--- src/rtl/hi_low_solver_pkg.sv ---
// ----------------------------------------------------------------------------
// hi_low_solver_pkg
//  Constants shared by the hi/low solver and the game core's hint encoder:
//  the 2-bit hint codes and the solver FSM state encoding.
// ----------------------------------------------------------------------------
package hi_low_solver_pkg;

    // Hint codes, as produced by the game core for the current guess
    localparam logic [1:0] HINT_EQ  = 2'b00;  // guess == target
    localparam logic [1:0] HINT_LO  = 2'b01;  // guess <  target
    localparam logic [1:0] HINT_HI  = 2'b10;  // guess >  target
    localparam logic [1:0] HINT_RSV = 2'b11;  // reserved, treated as a fault

    // Solver FSM states
    typedef enum logic [2:0] {
        ST_IDLE    = 3'd0,
        ST_CALC    = 3'd1,
        ST_PROPOSE = 3'd2,
        ST_DONE    = 3'd3,
        ST_ERROR   = 3'd4
    } state_t;

endpackage : hi_low_solver_pkg

--- src/rtl/hi_low_solver.sv ---
// ----------------------------------------------------------------------------
// hi_low_solver
//  Automatic player for the hi/low guessing game. Binary search over
//  [0, 2^WIDTH-1]: propose a midpoint, take back a hint, narrow the bounds.
//
//  Ports
//   clk          in   system clock, rising edge
//   resetn       in   asynchronous active-low reset
//   start        in   1-cycle pulse, begins a search from IDLE/DONE/ERROR
//   hint_valid   in   hint is presented for the current guess
//   hint         in   HINT_EQ / HINT_LO / HINT_HI / HINT_RSV
//   guess        out  current proposed guess (holds the answer when done)
//   guess_valid  out  guess is stable and awaits a hint (PROPOSE only)
//   guess_count  out  guesses issued in this search, saturating
//   done         out  search ended with EQUAL
//   error        out  inconsistent or reserved hint, search aborted
// ----------------------------------------------------------------------------
module hi_low_solver
    import hi_low_solver_pkg::*;
#(
    parameter int WIDTH = 4,
    parameter int CNT_W = 3
) (
    input  logic             clk,
    input  logic             resetn,
    input  logic             start,
    input  logic             hint_valid,
    input  logic [1:0]       hint,
    output logic [WIDTH-1:0] guess,
    output logic             guess_valid,
    output logic [CNT_W-1:0] guess_count,
    output logic             done,
    output logic             error
);

    localparam logic [WIDTH-1:0] MAX_VAL = {WIDTH{1'b1}};
    localparam logic [WIDTH-1:0] ZERO_W  = {WIDTH{1'b0}};
    localparam logic [WIDTH-1:0] ONE_W   = {{(WIDTH-1){1'b0}}, 1'b1};
    localparam logic [CNT_W-1:0] CNT_MAX = {CNT_W{1'b1}};
    localparam logic [CNT_W-1:0] CNT_ONE = {{(CNT_W-1){1'b0}}, 1'b1};

    state_t           r_state;
    logic [WIDTH-1:0] r_lo;
    logic [WIDTH-1:0] r_hi;
    logic [WIDTH-1:0] r_guess;
    logic             r_guess_valid;
    logic [CNT_W-1:0] r_count;
    logic             r_done;
    logic             r_error;

    logic [WIDTH-1:0] w_mid;
    logic [WIDTH-1:0] w_lo_next;
    logic [WIDTH-1:0] w_hi_next;
    logic             w_lo_cross;
    logic             w_hi_cross;
    logic             w_hint_valid;
    logic [1:0]       w_hint;

    // Midpoint and candidate bounds for the hint currently being judged
    always_comb begin
        // Sum taken one bit wider so lo+hi never wraps before halving
        w_mid        = WIDTH'(({1'b0, r_lo} + {1'b0, r_hi}) >> 1'b1);
        w_lo_next    = r_guess + ONE_W;
        w_hi_next    = r_guess - ONE_W;
        w_lo_cross   = (w_lo_next > r_hi);
        w_hi_cross   = (r_lo > w_hi_next);
        w_hint_valid = hint_valid;
        w_hint       = hint;
    end

    // Solver FSM: bounds, guess, count and status flags are all registered here
    always_ff @(posedge clk or negedge resetn) begin
        if (!resetn) begin
            r_state       <= ST_IDLE;
            r_lo          <= ZERO_W;
            r_hi          <= MAX_VAL;
            r_guess       <= ZERO_W;
            r_guess_valid <= 1'b0;
            r_count       <= {CNT_W{1'b0}};
            r_done        <= 1'b0;
            r_error       <= 1'b0;
        end else begin
            case (r_state)
                ST_IDLE, ST_DONE, ST_ERROR: begin
                    // Terminal/idle states hold every output until start
                    if (start) begin
                        r_lo          <= ZERO_W;
                        r_hi          <= MAX_VAL;
                        r_count       <= {CNT_W{1'b0}};
                        r_done        <= 1'b0;
                        r_error       <= 1'b0;
                        r_guess_valid <= 1'b0;
                        r_state       <= ST_CALC;
                    end
                end
                ST_CALC: begin
                    r_guess       <= w_mid;
                    if (r_count != CNT_MAX) begin
                        r_count <= r_count + CNT_ONE;
                    end
                    r_guess_valid <= 1'b1;
                    r_state       <= ST_PROPOSE;
                end
                ST_PROPOSE: begin
                    if (w_hint_valid) begin
                        r_guess_valid <= 1'b0;
                        case (w_hint)
                            HINT_EQ: begin
                                r_done  <= 1'b1;
                                r_state <= ST_DONE;
                            end
                            HINT_LO: begin
                                // Target above the maximum, or bounds crossed: oracle lied
                                if ((r_guess == MAX_VAL) || w_lo_cross) begin
                                    r_error <= 1'b1;
                                    r_state <= ST_ERROR;
                                end else begin
                                    r_lo    <= w_lo_next;
                                    r_state <= ST_CALC;
                                end
                            end
                            HINT_HI: begin
                                if ((r_guess == ZERO_W) || w_hi_cross) begin
                                    r_error <= 1'b1;
                                    r_state <= ST_ERROR;
                                end else begin
                                    r_hi    <= w_hi_next;
                                    r_state <= ST_CALC;
                                end
                            end
                            default: begin
                                r_error <= 1'b1;
                                r_state <= ST_ERROR;
                            end
                        endcase
                    end
                end
                default: begin
                    // Unreachable encoding: fall back to a clean idle
                    r_guess_valid <= 1'b0;
                    r_done        <= 1'b0;
                    r_error       <= 1'b0;
                    r_state       <= ST_IDLE;
                end
            endcase
        end
    end

    assign guess       = r_guess;
    assign guess_valid = r_guess_valid;
    assign guess_count = r_count;
    assign done        = r_done;
    assign error       = r_error;

endmodule : hi_low_solver

--- config.mk ---
export PLATFORM = sky130hd
export DESIGN_NAME = hi_low_solver
export DESIGN_NICKNAME = d
export VERILOG_FILES = /design/src/rtl/hi_low_solver_pkg.sv /design/src/rtl/hi_low_solver.sv
export SDC_FILE = /design/constraint.sdc
export NUM_CORES = 1
export LEC_CHECK = 0
export CORE_AREA = 2 2 79 81
export DETAILED_ROUTE_END_ITERATION = 16
export DIE_AREA = 0 0 81 83
export DONT_BUFFER_PORTS = 1
export GPL_TIMING_DRIVEN = 1
export HOLD_SLACK_MARGIN = 0.08
export SLEW_MARGIN = 30
export SYNTH_ARGS = -nofsm -noshare
export SYNTH_HDL_FRONTEND = slang
export SYNTH_SLANG_ARGS = --single-unit
--- constraint.sdc ---
create_clock -name clk -period 5.36 [get_ports clk]
set_input_delay 0.536 -clock clk [delete_from_list [all_inputs] [get_ports clk]]
set_output_delay 0.536 -clock clk [all_outputs]
set_load 0.01 [all_outputs]
## Yosys cells after proc, flatten, opt, wreduce, memory -nomap -nowiden

Cells that the tools add are included.

- Output and inout port bits: 10
- Flip-flop bits (word level): 21
- Word-level logic and storage cells: 78

- Bitwise logic cells: 1
- $add $sub $neg: 4
- Reduce and logical (&&, ||, !) cells: 14
- Equality and inequality tests: 19
- Order comparisons: 2
- Mux-type cells: 30

Operator list:

| kind | count |
|---|---|
| $mux 4 | 8 |
| $mux 3 | 6 |
| $pmux 3 s3 | 2 |
| $pmux 4 s2 | 2 |
| $ne 2x2->1 const B | 7 |
| $pmux 1 s3 | 4 |
| $reduce_and 5->1 | 2 |
| $ne 3x3->1 const B | 3 |
| $gt 4x4->1 | 2 |
| $mux 1 | 7 |
| $eq 3x2->1 const B | 2 |
| $pmux 3 s2 | 1 |
| $reduce_and 6->1 | 1 |
| $add 4x4->5 | 1 |
| $add 4x1->4 const B | 1 |
| $eq 4x4->1 const B | 1 |
| $logic_not 4->1 | 1 |
| $ne 2x1->1 const B | 2 |
| $reduce_and 4->1 | 1 |
| $reduce_bool 2->1 | 2 |
| $sub 4x1->4 const B | 1 |
| $add 3x1->3 const B | 1 |
| $eq 3x1->1 const B | 1 |
| $eq 3x3->1 const B | 1 |
| 9 further kinds | 10 |

## Logic depth before layout (Yosys ltp)

Gate-level depths: netlist (run 1).

- Depth in word-level cells: 7
- Mapped depth: 9

## Least setup slack after synthesis (run 1)

No wires, ideal clock.

- Path kind: register to register
- From: register r_guess[0], in the netlist guess[0]
- To: register r_hi[0]
- Setup slack: 3.085 ns
- Path buffers: 0
- Data arrival time: 2.200 ns
- Period minus slack after synthesis: 2.275 ns
- Required time: 5.285 ns
- Stages on the path, launching flop included: 10
- Cell sequence: dfrtp_1 > inv_1 > ha_1 > xnor2_1 > ha_1 > o21ai_0 > a32oi_1 > a221o_1 > o21ai_2 > a2bb2oi_1

- Longest elaborated chain between the ends: 5

RTL lines:

| item | RTL line | source |
|---|---|---|
| start: declaration | hi_low_solver.sv:45 | `logic [WIDTH-1:0] r_guess;` |
| start signal: assignment | hi_low_solver.sv:97 | `r_guess <= w_mid;` |
| $sub 4x1->4 | hi_low_solver.sv:64 | `w_hi_next = r_guess - ONE_W;` |
| $gt 4x4->1 or $mux 4 (tied branches) | hi_low_solver.sv:66, hi_low_solver.sv:123 |  |
| $logic_or 1x1->1 or $mux 4 (tied branches) | hi_low_solver.sv:123, hi_low_solver.sv:107 |  |
| $ne 2x2->1 (no line) or $mux 4 (tied branches) | n/a |  |
| $reduce_and 5->1 (no line) or $pmux 4 s2 (tied branches) | n/a |  |
| end signal: assignment | hi_low_solver.sv:127 | `r_hi <= w_hi_next;` |
| end: declaration | hi_low_solver.sv:44 | `logic [WIDTH-1:0] r_hi;` |

Several ways; a longest one is shown, not always the timed one. The select of a mux whose other input is x is not followed.
A chain may end at the register's enable or synchronous reset.

## Worst setup path in the final report (run 1)

Ends and elaborated chain as after synthesis.

==> flow_summary.yaml, run 1 <==
outcome:
  outcome: "finished, final reports clean"
placed_design:
  io_buffer_count: 0
  dp_slack_ns: 2.756
  dp_hpwl_mm: 2.510
  place_congestion: 0.8005
worst_setup_path:
  crit_path_start: "guess[0]"
  crit_type: "reg -> reg"
  setup.worst_path.start_class: "register"
  crit_top_cell: "ha_1"
  r2r_end: "r_hi[0]"
  path_cells: "inv_1 -> ha_1 -> xnor2_1 -> ha_1 -> o21ai_0 -> a32oi_1 -> a221o_1 -> o21ai_2 -> a2bb2oi_1"
  ff2ff_setup_slack_ns: 2.74
  crit_path_max_incr_delay_ns: 0.52
  reg2regPathDepth: 9
  critPathCapture: "r_hi[0]"
  r2r-start: "guess[0]"
  cp_max_fo: 8
  cp-end-kind: "register"
  cp.arrival_ns: 2.80
  crit_slowest_cell: "dfrtp_1"
  required_ns: 5.54
finish:
  syn2layout_area_growth_pct: 9.558
  fin_util_pct: 26.64
  drive_above_1_share_pct: 11.92
  final_nets: 174
  antenna_cells: 0
drt:
  wl_per_cell_um: 14.20
  drt_iter0_markers: 61
  ant_nets: 0
  viasPerCell: 4.783
  drt_pass1_iterations: 4
  wl_mm: 3.210
  drc: 0
  route.vias.total: 1081
worst_hold_path:
  hp-class: "in -> async"
clocking:
  post_cts_resize_count: 0
  htreeDepth: 1
  numCtsBuffers: 3
  clk_path_buf_depth: 2
  cts_sinks: 21
  cts_tree: "built"
  cts-root-buf: "clkbuf_8"
  clkLatencyLatePin_ns: 0.26
  clk_pin_slew_ns: 0.07
global_routing:
  grt_pass1_vias: 1163
  overflow: 0
  antenna_found_initial: 0
  grt_usage_pct: 10.67
  grt_max_degree: 18
  grt_pass1_wl_mm: 5.706
floorplanning:
  coreArea_sq_um: 5816
  dieArea_sq_um: 6723
  design.portCount: 16
  row_count: 28
  initial_utilization_pct: 24.31
  die_width_um: 81
  fp.dieH_um: 83
synth:
  syn_inst: 148
  synth_flop_cell: "dfrtp_1"
  ys_seq_area_share_pct: 37.52
  syn_nets: 170
  avgSynthCellArea_sq_um: 9.553
  synth_warnings: 0
  synthesis.area_sq_um: 1414
  yosysUniqueCellTypes: 37
  synth_edf_count: 0
  async_reset_ff_share_pct: 100.0
  ys_seq_elements: 21
sta:
  final-hold-violation-count: 0
  fin_crit_sh_pct: 48.83
  finalCriticalPeriod_ns: 2.617
  rsz0062_at_grt: "false"
  slew_headroom_pct: 71.98
  skew_ns: 0.008071
  fin_ws_ns: 2.743
  maxSlewViolCount: 0
  whs_ns: 0.1117
  tightest_slew_ns: 0.4203
  setup_violations: 0
  fmax_ghz: 0.3821
  tns_ns: 0
power_and_ir_drop:
  power.density_nw_per_um2: 600.3
  leakagePower_nw: 0.7098
  worst_ir_drop_vdd_mv: 0.2608
flow_run:
  maxCapViolCount: 0
-- layout make-up --
class | count | area, sq um
multi-input cells | 111 | 822.0
well taps | 75 | 93.84
inverters | 14 | 52.55
clock buffers | 4 | 45.04
flip-flops and latches | 21 | 530.5
fillers | 633 | 4267
repair buffers | 1 | 5.005
-- state kept, by name (all words and copies together), names as in the netlist --
name and cells:
guess_valid 1, guess_count 3, r_state 3, guess 4, r_hi 4, done 1
error 1, r_lo 4
-- Yosys cell counts (all sizes together) (3+ instances only) --
cell / n / area (sq um)
ha: 15 / 187.7
nand2: 18 / 67.56
nor2b: 4 / 25.02
a31o: 3 / 26.28
inv: 14 / 52.55
dfstp: 4 / 105.1
mux2: 3 / 33.78
nor2: 8 / 30.03
a22o: 4 / 35.03
o21ai: 14 / 77.58
nand3: 3 / 15.01
a21oi: 6 / 30.03
nand2b: 3 / 18.77
dfrtp: 17 / 425.4
a2bb2oi: 4 / 35.03
xor2: 3 / 26.28
xnor2: 3 / 26.28
-- cell families (layout without fill, tap and decap cells) --
family	Yosys count	in the layout	synth area share, %
multiplexers	3	3	2.389
buffers and inverters	16	19	4.336
adder cells (fa/ha/maj)	16	16	14.69
AND/OR/NAND/NOR	45	45	16.11
AO/OA/AOI/OAI	41	41	21.24
XOR/XNOR	6	6	3.717
flip-flops	21	21	37.52
-- layer usage --
layer	wire, um	share of wire [%]	global-route usage (%)	vias to the layer above
met4	31	0.97	2.773	0
met2	1532	48	17.13	16
met5	0	0	0	-
met3	150	4.7	2.500	4
li1	-	-	-	534
met1	1495	47	14.29	527
-- worst max-delay path: cells and delay by family, from the launching register on --
kind	cells	cell delay, ns
AOI/OAI and AO/OA	5	1.12
adders and majority gates	2	0.53
DFF	1	0.52
xor gates and xnor gates	1	0.24
buffers and inverters	1	0.14
-- placed cells by master (no fill, tap or decap) --
cell	Yosys	routed
fa_1	1	1
nor2_1	8	8
clkbuf_1	1	1
or3b_4	1	1
nor3b_2	1	1
nand2b_1	3	3
ha_1	15	15
dfrtp_1	17	17
xor2_1	3	3
mux2_2	3	3
inv_1	14	14
a32oi_1	2	2
a31oi_1	2	2
a31o_1	1	1
dfstp_2	4	4
a21o_1	1	1
clkbuf_8	0	3
nand4bb_1	1	1
xnor2_1	3	3
o211ai_1	1	1
nor2b_1	4	4
a31o_2	2	2
nand3_1	3	3
a22o_1	4	4
a21boi_0	1	1
nand4_1	2	2
o21ai_2	2	2
nor3b_1	1	1
and3_1	1	1
a221o_1	1	1
a2bb2oi_1	4	4
a21oi_1	6	6
o311ai_4	1	1
nor3_1	2	2
o21ai_0	12	12
a22oi_1	1	1
buf_2	1	1
nand2_1	18	18
-- through the flow --
step                      instances  instance area (sq um)  power [mW]
after global routing            226                   1549       1.039
after detailed placement        221                   1499      0.8252
after global placement          221                   1499      0.8145
after floorplan                 148                   1414      0.7125
final                           226                   1549      0.9299
after CTS                       226                   1554      0.9399
-- what timing repair did --
action,in CTS,in global routing
buffers inserted,0,0
hold buffers,1,0
hold endpoints to repair,17,0
-- how the worst min path moves through the flow --
stage / endpoint / slack, ns / depth (start not counted)
2_1_floorplan: done / 0.24 / 0
3_3_place_gp: guess[0] / 0.24 / 0
3_5_place_dp: r_lo[1] / 0.24 / 0
4_1_cts: r_hi[0] / 0.10 / 0
5_1_grt: r_hi[0] / 0.1 / 0
6_report: r_hi[0] / 0.11 / 0
-- power breakdown --
group | internal (mW) | total, mW | switching, mW
combinational | 0.229 | 0.494 | 0.265
clock | 0.0530 | 0.107 | 0.0539
sequential | 0.224 | 0.329 | 0.105
total | 0.506 | 0.930 | 0.424
(Power assumes the default switching activity.)
==> inputs of run 2 (changes only) <==
==> constraint.sdc (replaced) <==
create_clock -name clk -period 2.2 [get_ports clk]
set_input_delay 0.22 -clock clk [delete_from_list [all_inputs] [get_ports clk]]
set_output_delay 0.22 -clock clk [all_outputs]
set_load 0.01 [all_outputs]
==> flow_summary.yaml, run 2 (same netlist as run 1, synthesis figures left out) <==
worst_setup_path:
  reg2regPathDepth: 8
  required_ns: 2.36
  crit_type: "reg -> reg"
  cp-end-kind: "register"
  cp_max_fo: 5
  r2r-start: "guess[0]"
  setup.worst_path.start_class: "register"
  cp.arrival_ns: 2.36
  r2r_end: "r_lo[3]"
  ff2ff_setup_slack_ns: -0.008
outcome:
  outcome: "complete, but fails checks"
  violations: "negative setup slack"
placed_design:
  place_congestion: 0.8532
  place_inst: 238
  io_buffer_count: 0
  dp_hpwl_mm: 2.513
  dp_slack_ns: -0.07962
  dpl_cell_area_sq_um: 1628
drt:
  drc: 0
  wl_per_cell_um: 13.23
  drt_iter0_markers: 84
  wl_mm: 3.280
  viasPerCell: 4.690
  route.vias.total: 1163
  ant_nets: 0
  drt_pass1_iterations: 4
floorplanning:
  dieArea_sq_um: 6723
  die_width_um: 81
  initial_utilization_pct: 24.31
  fp.dieH_um: 83
  coreArea_sq_um: 5816
  design.portCount: 16
  row_count: 28
global_routing:
  grt_pass1_vias: 1196
  overflow: 0
  antenna_found_initial: 0
  grt_max_degree: 22
  grt_usage_pct: 10.35
  grt_pass1_wl_mm: 5.582
sta:
  slew_headroom_pct: 68.09
  final-hold-violation-count: 0
  maxSlewViolCount: 0
  fin_crit_sh_pct: 100.4
  fin_ws_ns: -0.008220
  setup_violations: 2
  skew_ns: 0.001453
  rsz0062_at_grt: "true"
  fmax_ghz: 0.4529
  tightest_slew_ns: 0.4786
  finalCriticalPeriod_ns: 2.208
finish:
  regArea_sq_um: 533.0
  final_common_cell: "buf_4"
  antenna_cells: 0
  final_cell_mix: "buf_4, nand2_1, dfrtp_1"
  fin_util_pct: 31.99
  fin_area_sq_um: 1861
  final_nets: 196
  n_fill_cell: 622
  instances_no_fill: 248
  syn2layout_area_growth_pct: 31.59
  drive_above_1_share_pct: 35.26
  multi_input_area_sq_um: 962.2
clocking:
  htreeDepth: 1
  cts_tree: "built"
  clkLatencyLatePin_ns: 0.26
  numCtsBuffers: 3
  cts_sinks: 21
  clk_pin_slew_ns: 0.09
  clk_path_buf_depth: 2
  cts-root-buf: "clkbuf_8"
worst_hold_path:
  hold_end: "r_state[0]"
  hp-class: "in -> reg"
  hp-start: "hint_valid"
  min_path_cells: 1
flow_run:
  maxCapViolCount: 0
power_and_ir_drop:
  leakagePower_nw: 0.8349
  power.density_nw_per_um2: 1561
  worst_ir_drop_vdd_mv: 0.6099
-- run 2: changes by cell type in the layout (fill, tap and decap cells not counted), sizes merged --
cell / delta
clkbuf: -1
dlygate4sd3: +1
clkinv: +1
buf: +21
-- run 2: where the power goes --
part	switching (mW)	leakage, nW	internal (mW)
logic	0.879	0.546	0.984
clock network	0.140	0.0255	0.126
registers	0.225	0.263	0.551
-- run 2: routing by layer --
metal | track usage (%) | part of all wire [%]
met5 | 0 | 0
met4 | 2.619 | 1.1
met3 | 2.065 | 3.9
met2 | 16.83 | 49
met1 | 13.93 | 46
-- run 2: final cells by class --
cell class	count	area share, %
timing repair buffer	23	9.280
multi-input combinational	111	51.71
inverter	14	2.824
clock buffer	3	2.219
tap	75	5.044
sequential	21	28.65
clock inverter	1	0.2690
-- run 2: how the worst max path moves through the flow --
stage	start	end	slack, ns	cells past startpoint
finish	guess[0]	r_lo[3]	-0.008	8
floorplan	guess[0]	r_hi[0]	0.002	9
global placement	guess[0]	r_state[0]	-0.02	9
global route	guess[0]	r_lo[3]	-0.10	8
detailed placement	guess[0]	r_state[0]	-0.08	9
CTS	guess[0]	r_lo[3]	0.003	8
-- run 2: what timing repair did --
item / CTS / global route
resized for setup: 5 / 20
setup endpoints to repair: 9 / 11
hold endpoints to repair: 21 / 17
pin swaps: 5 / 14
buffers inserted: 1 / 3
hold buffers: 1 / 1
-- run 2: stage by stage --
step                hold slack, ns  setup TNS [ns]  power, mW
detailed placement        -0.07464         -0.5417      2.252
CTS                        0.09835               0      2.617
global route               0.09066         -0.5808      3.188
global placement          -0.07458        -0.07684      2.240
floorplan                 -0.07559               0      1.738
finish                      0.1038        -0.01094      2.905
-- run 2: critical path, stage by stage, from the launching register on --
cell and delay, ns:
dfrtp_2 0.45, buf_4 0.16, ha_2 0.20, xor2_2 0.15
ha_1 0.32, o211ai_1 0.18, nand2_1 0.13, a31o_4 0.27
a22o_1 0.23
